`src/rtl/image_pattern_source.sv`:
```
// Synthetic test-pattern frame source for the valid/ready/request/cancel image bus.
// Emits one Width x Height frame per sampled request, one pixel per clock under full throughput.
module image_pattern_source #(
  parameter int Dw      = 8,
  parameter int Width   = 8,
  parameter int Height  = 4,
  parameter int Pattern = 0
) (
  input  logic          clock,
  input  logic          reset,
  output logic          image_out_valid,
  input  logic          image_out_ready,
  input  logic          image_out_request,
  input  logic          image_out_cancel,
  output logic          image_out_start,
  output logic          image_out_stop,
  output logic [Dw-1:0] image_out_data,
  output logic          image_out_error
);

  localparam int XW = (Width > 1) ? $clog2(Width) : 1;
  localparam int YW = (Height > 1) ? $clog2(Height) : 1;

  localparam logic [XW-1:0] X_LAST = XW'(Width - 1);
  localparam logic [YW-1:0] Y_LAST = YW'(Height - 1);
  localparam logic [XW-1:0] X_ZERO = XW'(0);
  localparam logic [YW-1:0] Y_ZERO = YW'(0);
  localparam logic [XW-1:0] X_ONE  = XW'(1);
  localparam logic [YW-1:0] Y_ONE  = YW'(1);
  localparam logic [Dw-1:0] F_ONE  = Dw'(1);
  localparam logic [1:0]    PAT    = 2'(Pattern);
  localparam logic ONE_PIXEL = ((Width == 1) && (Height == 1)) ? 1'b1 : 1'b0;

  typedef enum logic [1:0] {
    ST_IDLE   = 2'd0,
    ST_STREAM = 2'd1,
    ST_GAP    = 2'd2
  } state_t;

  // Pixel value for coordinate (px, py) of frame fr, truncated to the bus width.
  function automatic logic [Dw-1:0] pixel_f(
    input logic [XW-1:0] px,
    input logic [YW-1:0] py,
    input logic [Dw-1:0] fr
  );
    logic [Dw-1:0] v;
    case (PAT)
      2'd0:    v = Dw'(px);
      2'd1:    v = Dw'(py);
      2'd2:    v = Dw'(px) + Dw'(py) + fr;
      2'd3:    v = (px[0] ^ py[0]) ? {Dw{1'b1}} : {Dw{1'b0}};
      default: v = {Dw{1'b0}};
    endcase
    return v;
  endfunction

  state_t        state_r, state_s;
  logic [XW-1:0] x_r, x_s, step_x_s;
  logic [YW-1:0] y_r, y_s, step_y_s;
  logic [Dw-1:0] frame_r, frame_s;
  logic          valid_r, valid_s;
  logic          start_r, start_s;
  logic          stop_r, stop_s;
  logic [Dw-1:0] data_r, data_s;
  logic          error_r;
  logic          last_s;
  logic          xfer_s;

  // Raster-order successor of the current pixel and last-pixel detection.
  always_comb begin
    step_x_s = x_r;
    step_y_s = y_r;
    if (x_r == X_LAST) begin
      step_x_s = X_ZERO;
      step_y_s = y_r + Y_ONE;
    end else begin
      step_x_s = x_r + X_ONE;
      step_y_s = y_r;
    end
    last_s = (x_r == X_LAST) && (y_r == Y_LAST);
    xfer_s = valid_r & image_out_ready;
  end

  // Next-state and next-bus computation; cancel overrides every state.
  always_comb begin
    state_s = state_r;
    x_s     = x_r;
    y_s     = y_r;
    frame_s = frame_r;
    valid_s = valid_r;
    start_s = start_r;
    stop_s  = stop_r;
    data_s  = data_r;
    if (image_out_cancel) begin
      state_s = ST_IDLE;
      x_s     = X_ZERO;
      y_s     = Y_ZERO;
      valid_s = 1'b0;
      start_s = 1'b0;
      stop_s  = 1'b0;
      data_s  = {Dw{1'b0}};
    end else begin
      case (state_r)
        ST_IDLE: begin
          valid_s = 1'b0;
          if (image_out_request) begin
            state_s = ST_STREAM;
            x_s     = X_ZERO;
            y_s     = Y_ZERO;
            valid_s = 1'b1;
            start_s = 1'b1;
            stop_s  = ONE_PIXEL;
            data_s  = pixel_f(X_ZERO, Y_ZERO, frame_r);
          end else begin
            state_s = ST_IDLE;
          end
        end
        ST_STREAM: begin
          if (xfer_s && last_s) begin
            state_s = ST_GAP;
            x_s     = X_ZERO;
            y_s     = Y_ZERO;
            frame_s = frame_r + F_ONE;
            valid_s = 1'b0;
            start_s = 1'b0;
            stop_s  = 1'b0;
            data_s  = {Dw{1'b0}};
          end else if (xfer_s) begin
            x_s     = step_x_s;
            y_s     = step_y_s;
            start_s = 1'b0;
            stop_s  = (step_x_s == X_LAST) && (step_y_s == Y_LAST);
            data_s  = pixel_f(step_x_s, step_y_s, frame_r);
          end else begin
            state_s = ST_STREAM;
          end
        end
        ST_GAP: begin
          state_s = ST_IDLE;
          valid_s = 1'b0;
        end
        default: begin
          state_s = ST_IDLE;
          x_s     = X_ZERO;
          y_s     = Y_ZERO;
          valid_s = 1'b0;
          start_s = 1'b0;
          stop_s  = 1'b0;
          data_s  = {Dw{1'b0}};
        end
      endcase
    end
  end

  // State, counters and registered bus outputs.
  always_ff @(posedge clock or posedge reset) begin
    if (reset) begin
      state_r <= ST_IDLE;
      x_r     <= X_ZERO;
      y_r     <= Y_ZERO;
      frame_r <= {Dw{1'b0}};
      valid_r <= 1'b0;
      start_r <= 1'b0;
      stop_r  <= 1'b0;
      data_r  <= {Dw{1'b0}};
      error_r <= 1'b0;
    end else begin
      state_r <= state_s;
      x_r     <= x_s;
      y_r     <= y_s;
      frame_r <= frame_s;
      valid_r <= valid_s;
      start_r <= start_s;
      stop_r  <= stop_s;
      data_r  <= data_s;
      error_r <= 1'b0;
    end
  end

  assign image_out_valid = valid_r;
  assign image_out_start = start_r;
  assign image_out_stop  = stop_r;
  assign image_out_data  = data_r;
  assign image_out_error = error_r;

endmodule

```
`config.mk`:
```
export PLATFORM = sky130hd
export DESIGN_NAME = image_pattern_source
export DESIGN_NICKNAME = d
export VERILOG_FILES = /design/src/rtl/image_pattern_source.sv
export SDC_FILE = /design/constraint.sdc
export NUM_CORES = 1
export LEC_CHECK = 0
export CORE_MARGIN = 5
export CORE_UTILIZATION = 41
export DETAILED_ROUTE_END_ITERATION = 10
export GPL_TIMING_DRIVEN = 1
export MAX_ROUTING_LAYER = met4
export PLACE_DENSITY_LB_ADDON = 0.12
export SYNTH_ARGS = -nofsm -noshare
export SYNTH_HDL_FRONTEND = slang
export SYNTH_SLANG_ARGS = --single-unit
```
`constraint.sdc`:
```
create_clock -name clock -period 1.5 [get_ports clock]
set_input_delay 0.45 -clock clock [delete_from_list [all_inputs] [get_ports clock]]
set_output_delay 0.45 -clock clock [all_outputs]
set_load 0.02 [all_outputs]
```
==> results of run 1 <==
cell usage in the layout, fill, tap and decap left out, types with 3 or more instances in the layout:
cell type        instances
buf_4                   10
conb_1                   6
nor3_1                   3
clkbuf_4                 3
dlygate4sd2_1            5
nor2_1                   3
clkdlybuf4s50_1          3
inv_1                    5
mux2_4                   3
dfrtp_1                  8
path summary, 6_finish.rpt:
| kind | from | end | cells past startpoint |
|---|---|---|---|
| min in group clock | image_out_start | image_out_start | 2 |
| max | image_out_ready | image_out_data[0] | 4 |
| max in group asynchronous | reset | image_out_data[0] | 2 |
| max reg2reg | state_r[1] | image_out_data[0] | 3 |
| min reg2reg | image_out_start | image_out_start | 2 |
| min | reset | image_out_start | 2 |
sequential cells by signal, summed over array words and instances, names as in the netlist:
signal,cells
image_out_start,1
image_out_stop,1
image_out_data,3
image_out_valid,1
state_r,2
y_r,2
power by group through the flow:
stage	combinational, µW	sequential [µW]	clock, µW
2_1_floorplan	72.2	304	0
3_3_place_gp	125	292	0
3_5_place_dp	125	292	0
4_1_cts	120	286	188
5_1_grt	134	288	213
6_report	123	286	184
cells by family after synthesis:
| group | count (synthesis) | synth area share |
|---|---|---|
| simple gates | 17 | 0.1690 |
| compound gates | 12 | 0.1670 |
| buf+inv | 11 | 0.1026 |
| flops | 10 | 0.4024 |
| fa+ha+maj | 4 | 0.08049 |
| mux | 3 | 0.07243 |
| other cells | 1 | 0.006030 |
cell type report:
type,count,area [µm²],share of cell area
sequential,10,252.7,0.2966
multi-input combinational,42,369.1,0.4332
timing repair buffer,20,168.9,0.1982
tap,16,20.02,0.02349
inverter,5,18.77,0.02203
clock buffer,3,22.52,0.02643
stage by stage:
step / area [µm²] / instances / TNS, ns / hold slack (ns)
CTS: 825.8 / 95 / 0 / 0.4937
detailed placement: 812.0 / 92 / -2.622 / 0.5161
floorplan: 669.4 / 63 / 0 / 0.2900
finish: 852.1 / 96 / 0 / 0.4694
global route: 852.1 / 96 / -0.03093 / 0.5115
global placement: 812.0 / 92 / -2.509 / 0.5004
synthesized netlist by cell type (all sizes together):
cell,number,area share
dfrtp,10,0.40
buf,6,0.072
inv,5,0.030
ha,4,0.080
mux2,3,0.072
nor2,3,0.018
nor3,3,0.024
a21oi,2,0.016
a31oi,2,0.020
nand2,2,0.012
nand4,2,0.020
o21ai,2,0.016
o2bb2ai,2,0.028
or3b,2,0.032
a41o,1,0.018
and2,1,0.010
and2b,1,0.014
and4,1,0.016
conb,1,0.0060
nand2b,1,0.010
nand3b,1,0.012
o2111a,1,0.018
o211a,1,0.016
o211ai,1,0.034
routing by layer:
layer	global-route usage	vias up
li1	-	246
met1	0.1474	232
met2	0.2000	15
met3	0.03670	4
met4	0.06726	0
met5	-	-
timing repair:
action | CTS | global route
pin swaps | 1 | 5
endpoints found under the hold margin | 0 | 0
gates cloned | 0 | 0
setup endpoints to repair | 10 | 9
setup buffers | 0 | 1
resized for setup | 7 | 5
==> results.md, run 1 <==
| Stage | Result | Value |
|---|---|---|
| route | Starting DRC count in detailed routing | 10 |
| setup path | Cell family contributing the most delay on the critical path | buffers and inverters |
| cells and area | Layout filler cell count | 138 |
| power and ir drop | Post-layout total power | 593.0 µW |
| global routing | Gr usage total | 0.1280 |
| global routing | Final global-route overflow total | 0 |
| route | DR WL met3 | 75 µm |
| setup path | Worst-path cell with the longest stage delay | clkdlybuf4s50_1 |
| setup path | Category of the most critical setup path | in2reg |
| outcome | Status | completed |
| cells and area | Layout Area Growth over Synthesis | 37.02% |
| power and ir drop | IR Drop Worst-Case VDD | 407.3 µV |
| sta | Slew Viols, Final | 0 |
| cells and area | Final core utilization | 0.5791 |
| setup path | Type of destination of the critical path | register |
| floorplanning | Die area | 2396 µm² |
| synthesis | Yosys Warn Count | 0 |
| route | Drc violations | 0 |
| power and ir drop | Proportion of power drawn by combinational gates | 0.207 |
| floorplanning | Core region area | 1471 µm² |
| floorplanning | Number of ports placed on the die boundary | 17 |
| route | Drt pass-1 iters | 4 |
| route | Highest layer used for signal routing | met4 |
| cells and area | Fraction of final layout cells sized beyond drive strength 1 | 0.3500 |
| run | Max Cap Viol | 0 |
| power and ir drop | Pint | 425.0 µW |
| clocking | Clock transition at path regs | 0.06 ns |
| synthesis | Gate Count Post-Synth | 58 |
| sta | RSZ-0062 raised after global routing | true |
| sta | Fmax achieved | 687.5 MHz |
| power and ir drop | P_leak | 0.0004260 µW |
| setup path | Max stage delay on crit path | 0.50 ns |
| synthesis | Per-instance average area after synthesis | 10.72 µm² |
| clocking | Number of CTS-inserted buffers | 3 |
| sta | Time the worst path needs with I/O delays and setup | 1.454 ns |
| placement | # port buffers | 10 |
| route | Mean number of vias per cell | 5.177 |
| floorplanning | Cell row count | 14 |
| synthesis | Part of the Yosys area used for sequential elements | 0.4024 |
| clocking | Number of H-tree branching levels | 1 |
| synthesis | Register bit total from synthesis | 10 |
| setup path | Highest net fanout along the worst path | 5 |
| min path | Path category of the worst min-delay check | in2async |
| setup path | Worst path bufs/invs | 1 |
| global routing | Number of antenna violations at the first check in global routing | 0 |
| placement | Detail Placement HPWL | 1.025 mm |
| clocking | CTS tree | built |
| floorplanning | Horizontal die dimension | 48.95 µm |
| route | Met2 routed WL | 629 µm |
| setup path | Startpoint class of the critical path | input pin |
| route | Sum of routed wire length over all layers | 1.306 mm |
| global routing | Wire length of the first global-routing pass | 2.339 mm |
| floorplanning | Initial core utilization | 0.4226 |
| setup path | Data required, critical path | 1.65 ns |
| setup path | Arrival time of data at the critical path endpoint | 1.60 ns |
| synthesis | Post-synthesis cell area | 621.8 µm² |
| global routing | Maximum number of pins on one net before global-route repair | 11 |
| floorplanning | Vert. Die Dim | 48.95 µm |
| placement | Final RePlAce weighted congestion | 0.8142 |
| sta | Clock skew | 0.0009021 ns |
| clocking | Latest clock arrival within the worst-skew pair | 0.26 ns |
| sta | Smallest setup slack after layout | 0.04554 ns |
| placement | Pre-CTS worst setup slack | -0.4120 ns |
| global routing | Via count of the first global-routing pass | 511 |
| synthesis | Post-synthesis cell type count | 25 |
| power and ir drop | Switching share of power | 0.2833 |
| route | Sum of routed wire segments on met1 | 573 µm |
| setup path | Cell-by-cell trace of the critical path | clkdlybuf4s50_1, a21oi_2, o211ai_4, mux2_4 |
| power and ir drop | Net load switching power | 168.0 µW |
| cells and area | Number of nets in the final layout | 91 |
| power and ir drop | Part of the total power dissipated in the clock network | 0.311 |
| clocking | Clk Tree Root Cell | clkbuf_4 |
| clocking | Maximum root-to-sink buffer count | 2 |
| route | WL per Instance | 13.60 µm |
| power and ir drop | Sequential share of power | 0.482 |
| setup path | Setup slack of the most critical reg-to-reg path | 0.09 ns |
| sta | Final worst-path cycle share | 0.9696 |
| clocking | Clock tree sinks | 10 |
| cells and area | Ant diodes | 0 |
| clocking | Hold-fix buffer count after cts | 0 |
| sta | Final number of hold-violating endpoints | 0 |
| route | Routed Antenna Nets | 0 |
| route | Via Count | 497 |
| power and ir drop | Cell Pwr Density | 696.0 nW/µm² |
| sta | Setup Viol. Count Final | 0 |
Note: power is estimated with default switching activity, not from simulation.
==> inputs of run 2 (changes only) <==
--- a/config.mk
+++ b/config.mk
@@ -5,7 +5,7 @@
 export SDC_FILE = /design/constraint.sdc
 export NUM_CORES = 1
 export LEC_CHECK = 0
-export CORE_MARGIN = 5
+export CORE_MARGIN = 2
 export CORE_UTILIZATION = 41
 export DETAILED_ROUTE_END_ITERATION = 10
 export GPL_TIMING_DRIVEN = 1
==> run 2 against run 1 <==
Die area shrank 23%. Combinational power barely moved. Cell count is 1.0% lower. Via count down 2.6%. Critical path depth decreased by 3. First-iteration DRC count increased by 10%. Maximum frequency is 1.2% lower. Count of clock-buffer cells in the layout did not move. Sequential cell count unchanged. Sequential power barely moved. Hold slack better by 0.0073 ns. Core utilization shrank 0.94 points. Critical endpoint is now image_out_data[0]. Largest power group unchanged. Highest routed layer unchanged.
==> results.md, run 2 (synthesized netlist as in run 1, its figures left out) <==
| Stage | Result | Value | Delta |
|---|---|---|---|
| setup path | Launching instance or port of the critical path | image_out_data[0] |  |
| setup path | Category of the most critical setup path | reg2out |  |
| route | Mean number of vias per cell | 5.095 | -1.6% |
| route | Starting DRC count in detailed routing | 11 | +1 |
| route | Drt pass-1 iters | 4 | unchanged |
| placement | Pre-CTS worst setup slack | -0.4157 ns | -0.003743 ns |
| power and ir drop | Proportion of power drawn by combinational gates | 0.203 | -0.004 |
| placement | Number of cells in the design after placement | 92 | unchanged |
| floorplanning | Horizontal die dimension | 42.95 µm | -12% |
| cells and area | Storage cell area | 252.7 µm² | unchanged |
| global routing | Final global-route overflow total | 0 | unchanged |
| cells and area | Multi-input gate area in the final layout | 361.6 µm² | -2.0% |
| power and ir drop | Sequential share of power | 0.482 | about the same |
| power and ir drop | P_leak | 0.0004327 µW | +1.6% |
| power and ir drop | Cell Pwr Density | 709.7 nW/µm² | +2.0% |
| placement | # port buffers | 10 | unchanged |
| clocking | CTS tree | built |  |
| power and ir drop | Pint | 423.6 µW | -0.34% |
| cells and area | Non-Filler Instances | 95 | -1.0% |
| placement | Final RePlAce weighted congestion | 0.8766 | +7.7% |
| setup path | Startpoint class of the critical path | register |  |
| cells and area | Fraction of final layout cells sized beyond drive strength 1 | 0.3291 | -0.02089 |
| sta | Final number of hold-violating endpoints | 0 | unchanged |
| clocking | Latest clock arrival within the worst-skew pair | 0.26 ns | about the same |
| global routing | Number of antenna violations at the first check in global routing | 0 | unchanged |
| global routing | Via count of the first global-routing pass | 450 | -12% |
| sta | Slew Viols, Final | 0 | unchanged |
| clocking | Number of CTS-inserted buffers | 3 | unchanged |
| placement | Detail Placement HPWL | 985.6 µm | -3.9% |
| setup path | Type of destination of the critical path | output port |  |
| clocking | Clk Tree Root Cell | clkbuf_4 |  |
| global routing | Wire length of the first global-routing pass | 2.014 mm | -14% |
| sta | Fmax achieved | 679.2 MHz | -1.2% |
| route | Via Count | 484 | -2.6% |
| setup path | Critical R2R Launch | image_out_data[1] |  |
| clocking | Number of H-tree branching levels | 1 | unchanged |
| clocking | Maximum root-to-sink buffer count | 2 | unchanged |
| run | Max Cap Viol | 0 | unchanged |
| cells and area | Highest-count cells in the layout ignoring fill and taps | buf_4, dfrtp_1, conb_1, dlygate4sd2_1, inv_1 |  |
| route | Drc violations | 0 | unchanged |
| power and ir drop | Part of the total power dissipated in the clock network | 0.315 | +0.004 |
| route | WL per Instance | 13.22 µm | -2.8% |
| setup path | Cell family contributing the most delay on the critical path | flip-flops |  |
| setup path | Cell-by-cell trace of the critical path | dlygate4sd2_1 |  |
| setup path | Worst path bufs/invs | 1 | unchanged |
| setup path | Data required, critical path | 1.05 ns | -0.60 ns |
| power and ir drop | Switching share of power | 0.2880 | +0.004749 |
| global routing | Gr usage total | 0.1618 | +0.03384 |
| floorplanning | Vert. Die Dim | 42.95 µm | -12% |
| power and ir drop | Net load switching power | 171.4 µW | +2.0% |
| outcome | Status | completed |  |
| cells and area | Number of flip-flops under the largest register name | 3 | unchanged |
| setup path | Highest net fanout along the worst path | 3 | -2 |
| sta | Clock skew | 0.001035 ns | +0.0001330 ns |
| sta | Setup Viol. Count Final | 0 | unchanged |
| cells and area | Ant diodes | 0 | unchanged |
| sta | Final worst-path cycle share | 0.9815 | +0.01191 |
| route | Routed Antenna Nets | 0 | unchanged |
| sta | Minimum hold slack | 0.4767 ns | +0.007302 ns |
| route | Sum of routed wire length over all layers | 1.256 mm | -3.8% |
| clocking | Clock tree sinks | 10 | unchanged |
| clocking | Clock transition at path regs | 0.07 ns | about the same |
| sta | Smallest setup slack after layout | 0.02769 ns | -0.01786 ns |
| power and ir drop | Post-layout total power | 595.0 µW | +0.33% |
| setup path | Max stage delay on crit path | 0.43 ns | -0.07 ns |
| setup path | Worst-path cell with the longest stage delay | dfrtp_2 |  |
| min path | Path category of the worst min-delay check | in2async |  |
| global routing | Maximum number of pins on one net before global-route repair | 11 | unchanged |
| cells and area | Number of nets in the final layout | 90 | -1.1% |
| floorplanning | Core region area | 1471 µm² | unchanged |
| sta | RSZ-0062 raised after global routing | false |  |
| floorplanning | Die area | 1844 µm² | -23% |
| setup path | Arrival time of data at the critical path endpoint | 1.02 ns | -0.58 ns |
| sta | Time the worst path needs with I/O delays and setup | 1.472 ns | +0.01786 ns |
| cells and area | Total non-filler cell area in the finished layout | 838.3 µm² | -1.6% |
| floorplanning | Number of ports placed on the die boundary | 17 | unchanged |
| cells and area | Layout Area Growth over Synthesis | 34.81% |  |
| power and ir drop | IR Drop Worst-Case VDD | 394.5 µV | -3.1% |
| cells and area | Layout filler cell count | 146 | +5.8% |
| floorplanning | Initial core utilization | 0.4226 | unchanged |
| floorplanning | Cell row count | 14 | unchanged |
| cells and area | Most common cell after layout, fill and taps aside | buf_4 |  |
| placement | Dpl cell area | 812.0 µm² | unchanged |
run 2: layout make-up:
| class | instances | share of cell area |
|---|---|---|
| clock buffer | 3 | 0.02687 |
| inverter | 5 | 0.02239 |
| multi-input combinational | 42 | 0.4313 |
| sequential | 10 | 0.3015 |
| tap | 16 | 0.02388 |
| timing repair buffer | 19 | 0.1940 |
run 2: metal layers:
layer / GRT usage / vias to the layer above / wire [µm]
met4: 0.1091 / 0 / 29
met1: 0.1888 / 229 / 567
li1: - / 240 / -
met2: 0.2455 / 10 / 618
met3: 0.03830 / 5 / 40
met5: - / - / 0
run 2: worst paths after layout:
check / cells past startpoint / to / slack [ns]
hold reg to reg: 1 / y_r[1] / 0.53
hold / removal: 2 / image_out_data[2] / 0.48
max in group asynchronous: 2 / image_out_data[0] / 0.71
setup reg to reg: 6 / y_r[1] / 0.08
setup / recovery: 1 / image_out_data[0] / 0.03
min in group clock: 1 / y_r[1] / 0.53
run 2: power by group through the flow:
stage / sequential, µW / combinational, µW / clock (µW)
final: 287 / 121 / 187
after global routing: 288 / 132 / 198
after CTS: 287 / 121 / 189
after detailed placement: 293 / 125 / 0
after global placement: 292 / 125 / 0
after floorplan: 304 / 72.2 / 0
run 2: timing repair:
item,CTS,global route
pin swaps,1,0
resized for setup,8,3
hold buffers,0,0
endpoints found under the hold margin,0,0
setup endpoints to repair,10,3
buffers inserted,0,0
run 2: metrics by stage:
step / util / setup TNS (ns)
final: 0.5697 / 0
after global routing: 0.5697 / 0
after CTS: 0.5638 / 0
after detailed placement: 0.5519 / -2.583
after global placement: 0.5519 / -2.495
after floorplan: - / 0
==> inputs of run 3 (changes only) <==
--- a/config.mk
+++ b/config.mk
@@ -5,6 +5,7 @@
 export SDC_FILE = /design/constraint.sdc
 export NUM_CORES = 1
 export LEC_CHECK = 0
+export ABC_AREA = 1
 export CORE_MARGIN = 2
 export CORE_UTILIZATION = 41
 export DETAILED_ROUTE_END_ITERATION = 10
==> run 3 against run 2 <==
Cell area down 6.1%. Worst setup slack better by 0.023 ns. Synthesized cell count up 31%. Critical path depth stayed put. Critical path type unchanged. Wire length shrank 10%. Cell count grew 14%. Non-clock buffer count is 5 lower. First-iteration DRC count fell by 36%. Global-route usage fell by 0.41 points.
==> results.md, run 3 <==
| Stage | Result | Value | Delta |
|---|---|---|---|
| outcome | Status | completed |  |
| synthesis | Per-instance average area after synthesis | 8.116 µm² | -24% |
| setup path | Startpoint class of the critical path | register |  |
| setup path | Crit. path cell count | 1 | unchanged |
| synthesis | Gate Count Post-Synth | 76 | +31% |
| synthesis | Ranking of synthesized cells by area | dfrtp_1, nand2_1, ha_1 |  |
| sta | RSZ-0062 raised after global routing | false |  |
| synthesis | Fraction of registers with async set or reset after synthesis | 1.000 | unchanged |
| clocking | Number of CTS-inserted buffers | 3 | unchanged |
| synthesis | Post-synthesis cell area | 616.8 µm² | -0.80% |
| clocking | Hold-fix buffer count after cts | 0 | unchanged |
| cells and area | Total non-filler cell area in the finished layout | 787.0 µm² | -6.1% |
| sta | Final number of hold-violating endpoints | 0 | unchanged |
| sta | Time the worst path needs with I/O delays and setup | 1.450 ns | -0.02281 ns |
| clocking | Number of H-tree branching levels | 1 | unchanged |
| synthesis | Post-synthesis cell type count | 19 | -24% |
| global routing | Final global-route overflow total | 0 | unchanged |
| global routing | Via count of the first global-routing pass | 496 | +10% |
| power and ir drop | Cell Pwr Density | 852.0 nW/µm² | +20% |
| placement | # port buffers | 10 | unchanged |
| setup path | Category of the most critical setup path | reg2out |  |
| synthesis | Share of cell area taken by muxes after synthesis | 0 | -0.07243 |
| setup path | R2R cell count | 9 | +3 |
| power and ir drop | IR Drop Worst-Case VDD | 539.3 µV | +37% |
| cells and area | Ant diodes | 0 | unchanged |
| synthesis | Main combinational cell family by area after synthesis | simple AND/OR/NAND/NOR gates |  |
| clocking | Clock transition at path regs | 0.07 ns | about the same |
| floorplanning | Die area | 1831 µm² | -0.74% |
| setup path | Cell family contributing the most delay on the critical path | flip-flops |  |
| route | Mean number of vias per cell | 4.574 | -10% |
| floorplanning | Horizontal die dimension | 42.79 µm | -0.37% |
| clocking | Maximum root-to-sink buffer count | 2 | unchanged |
| cells and area | Layout Area Growth over Synthesis | 27.59% |  |
| synthesis | Predominant post-synthesis flop cell | dfrtp_1 |  |
| cells and area | Fraction of final layout cells sized beyond drive strength 1 | 0.2581 | -0.07105 |
| floorplanning | Number of ports placed on the die boundary | 17 | unchanged |
| synthesis | Count of flip-flops with a built-in enable after synthesis | 0 | unchanged |
| global routing | Gr usage total | 0.1578 | -0.004093 |
| synthesis | Share of the synthesized netlist area taken by xor and xnor gates | 0.01420 | +0.01420 |
| floorplanning | Core region area | 1350 µm² | -8.2% |
| setup path | Type of destination of the critical path | output port |  |
| synthesis | Dominant cell type by area after synthesis | dfrtp_1 |  |
| cells and area | Number of flip-flops under the largest register name | 3 | unchanged |
| clocking | Clock tree sinks | 10 | unchanged |
| placement | Dpl cell area | 732.0 µm² | -9.9% |
| synthesis | Part of the Yosys area used for sequential elements | 0.4057 | +0.003265 |
| setup path | Cell-by-cell trace of the critical path | dlygate4sd2_1 |  |
| clocking | Clk Tree Root Cell | clkbuf_4 |  |
| setup path | Worst-path cell with the longest stage delay | dfrtp_1 |  |
| synthesis | Post-synthesis share of cell area spent on and, or, nand and nor gates | 0.3043 | +0.1352 |
| cells and area | Number of nets in the final layout | 103 | +14% |
| run | Max Cap Viol | 0 | unchanged |
| route | Drt pass-1 iters | 3 | -1 |
| sta | Slew Viols, Final | 0 | unchanged |
| synthesis | Register bit total from synthesis | 10 | unchanged |
| floorplanning | Cell row count | 13 | -1 |
| sta | Setup Viol. Count Final | 0 | unchanged |
| setup path | Arrival time of data at the critical path endpoint | 1.00 ns | -0.02 ns |
| setup path | Max stage delay on crit path | 0.40 ns | -0.03 ns |
| clocking | CTS tree | built |  |
| synthesis | Most frequent cells after synthesis | nand2_1, dfrtp_1, inv_1 |  |
| synthesis | Most frequently used cell type in the post-synthesis netlist | nand2_1 |  |
| route | Via Count | 494 | +2.1% |
| sta | Fmax achieved | 689.9 MHz | +1.6% |
| clocking | Latest clock arrival within the worst-skew pair | 0.27 ns | about the same |
| route | Sum of routed wire length over all layers | 1.128 mm | -10% |
| global routing | Maximum number of pins on one net before global-route repair | 11 | unchanged |
| setup path | Worst path bufs/invs | 1 | unchanged |
| cells and area | Highest-count cells in the layout ignoring fill and taps | nand2_1, dfrtp_1, inv_1 |  |
| floorplanning | Vert. Die Dim | 42.79 µm | -0.37% |
| synthesis | Share of synthesized cell area in full adder, half adder and majority cells | 0.08114 | +0.0006530 |
| route | WL per Instance | 10.44 µm | -21% |
| route | Routed Antenna Nets | 0 | unchanged |
| synthesis | Synth Area in Compound Gates | 0.05477 | -0.1122 |
| setup path | Data required, critical path | 1.05 ns | about the same |
| sta | Final worst-path cycle share | 0.9663 | -0.01520 |
| placement | Detail Placement HPWL | 846.8 µm | -14% |
| global routing | Wire length of the first global-routing pass | 2.070 mm | +2.8% |
| cells and area | Layout filler cell count | 126 | -14% |
| cells and area | Most common cell after layout, fill and taps aside | nand2_1 |  |
| route | Drc violations | 0 | unchanged |
| floorplanning | Initial core utilization | 0.4569 | +0.03429 |
| sta | Final TNS setup | 0 ns | unchanged |
| setup path | Highest net fanout along the worst path | 3 | unchanged |
| power and ir drop | Post-layout total power | 670.5 µW | +13% |
| synthesis | Yosys top cell area share | 0.4057 | +0.003265 |
| placement | Final RePlAce weighted congestion | 0.7970 | -9.1% |
| sta | Clock skew | 0.003389 ns | +0.002354 ns |
| route | Starting DRC count in detailed routing | 7 | -4 |
| synthesis | Yosys Warn Count | 0 | unchanged |
| power and ir drop | P_leak | 0.0004197 µW | -3.0% |
| min path | Path category of the worst min-delay check | in2async |  |
| global routing | Number of antenna violations at the first check in global routing | 0 | unchanged |
## run 3: final timing paths
check                                  startpoint                 to  slack (ns)
worst max-delay path            image_out_data[1]  image_out_data[1]        0.05
worst min-delay path                        reset    image_out_start        0.46
worst max register to register  image_out_data[0]     image_out_stop        0.14
worst min register to register     image_out_stop     image_out_stop        0.47
max in group asynchronous                   reset             y_r[0]        0.77
min in group clock                 image_out_stop     image_out_stop        0.47
## run 3: final cells by class
| type | count | area [µm²] | area share |
|---|---|---|---|
| multi-input combinational | 55 | 325.3 | 0.4134 |
| sequential | 10 | 250.2 | 0.3180 |
| timing repair buffer | 14 | 118.9 | 0.1510 |
| inverter | 10 | 37.54 | 0.04769 |
| clock buffer | 4 | 36.28 | 0.04610 |
| tap | 15 | 18.77 | 0.02385 |
## run 3: routing by layer
metal | global-route usage | routed length [µm] | part of all wire | up-vias
li1 | - | - | - | 254
met1 | 0.1958 | 549 | 0.49 | 220
met2 | 0.2394 | 474 | 0.42 | 15
met3 | 0.03830 | 70 | 0.062 | 5
met4 | 0.07500 | 34 | 0.030 | 0
met5 | - | 0 | 0 | -
## run 3: cell families (layout without fill, tap and decap cells)
logic type                 Yosys count  in the layout
and+or+nand+nor                     39             39
buffers and inverters               16             28
DFF                                 10             10
AOI/OAI and AO/OA                    5              5
adders and majority gates            4              4
other                                1              6
xor gates and xnor gates             1              1
## run 3: where the power goes
part / internal (µW) / switching [µW]
combinational: 47.8 / 85.1
sequential: 283 / 9.36
clock: 148 / 97.9
total: 478 / 192
## run 3: repair_timing
action,in CTS,in global routing
buffers inserted,0,1
gates cloned,0,0
pin swaps,0,1
setup endpoints to repair,7,3
gates resized for setup,7,6
## run 3: through the flow
stage                     setup slack [ns]  cells  hold slack (ns)    util
after floorplan                    0.04619     81           0.2902       -
after detailed placement          -0.09867    103           0.4667  0.5422
after global placement            -0.09648    103           0.4602  0.5422
after CTS                          0.03262    107           0.4722  0.5653
final                              0.05049    108           0.4561  0.5829
after global routing               0.01616    108           0.5197  0.5829
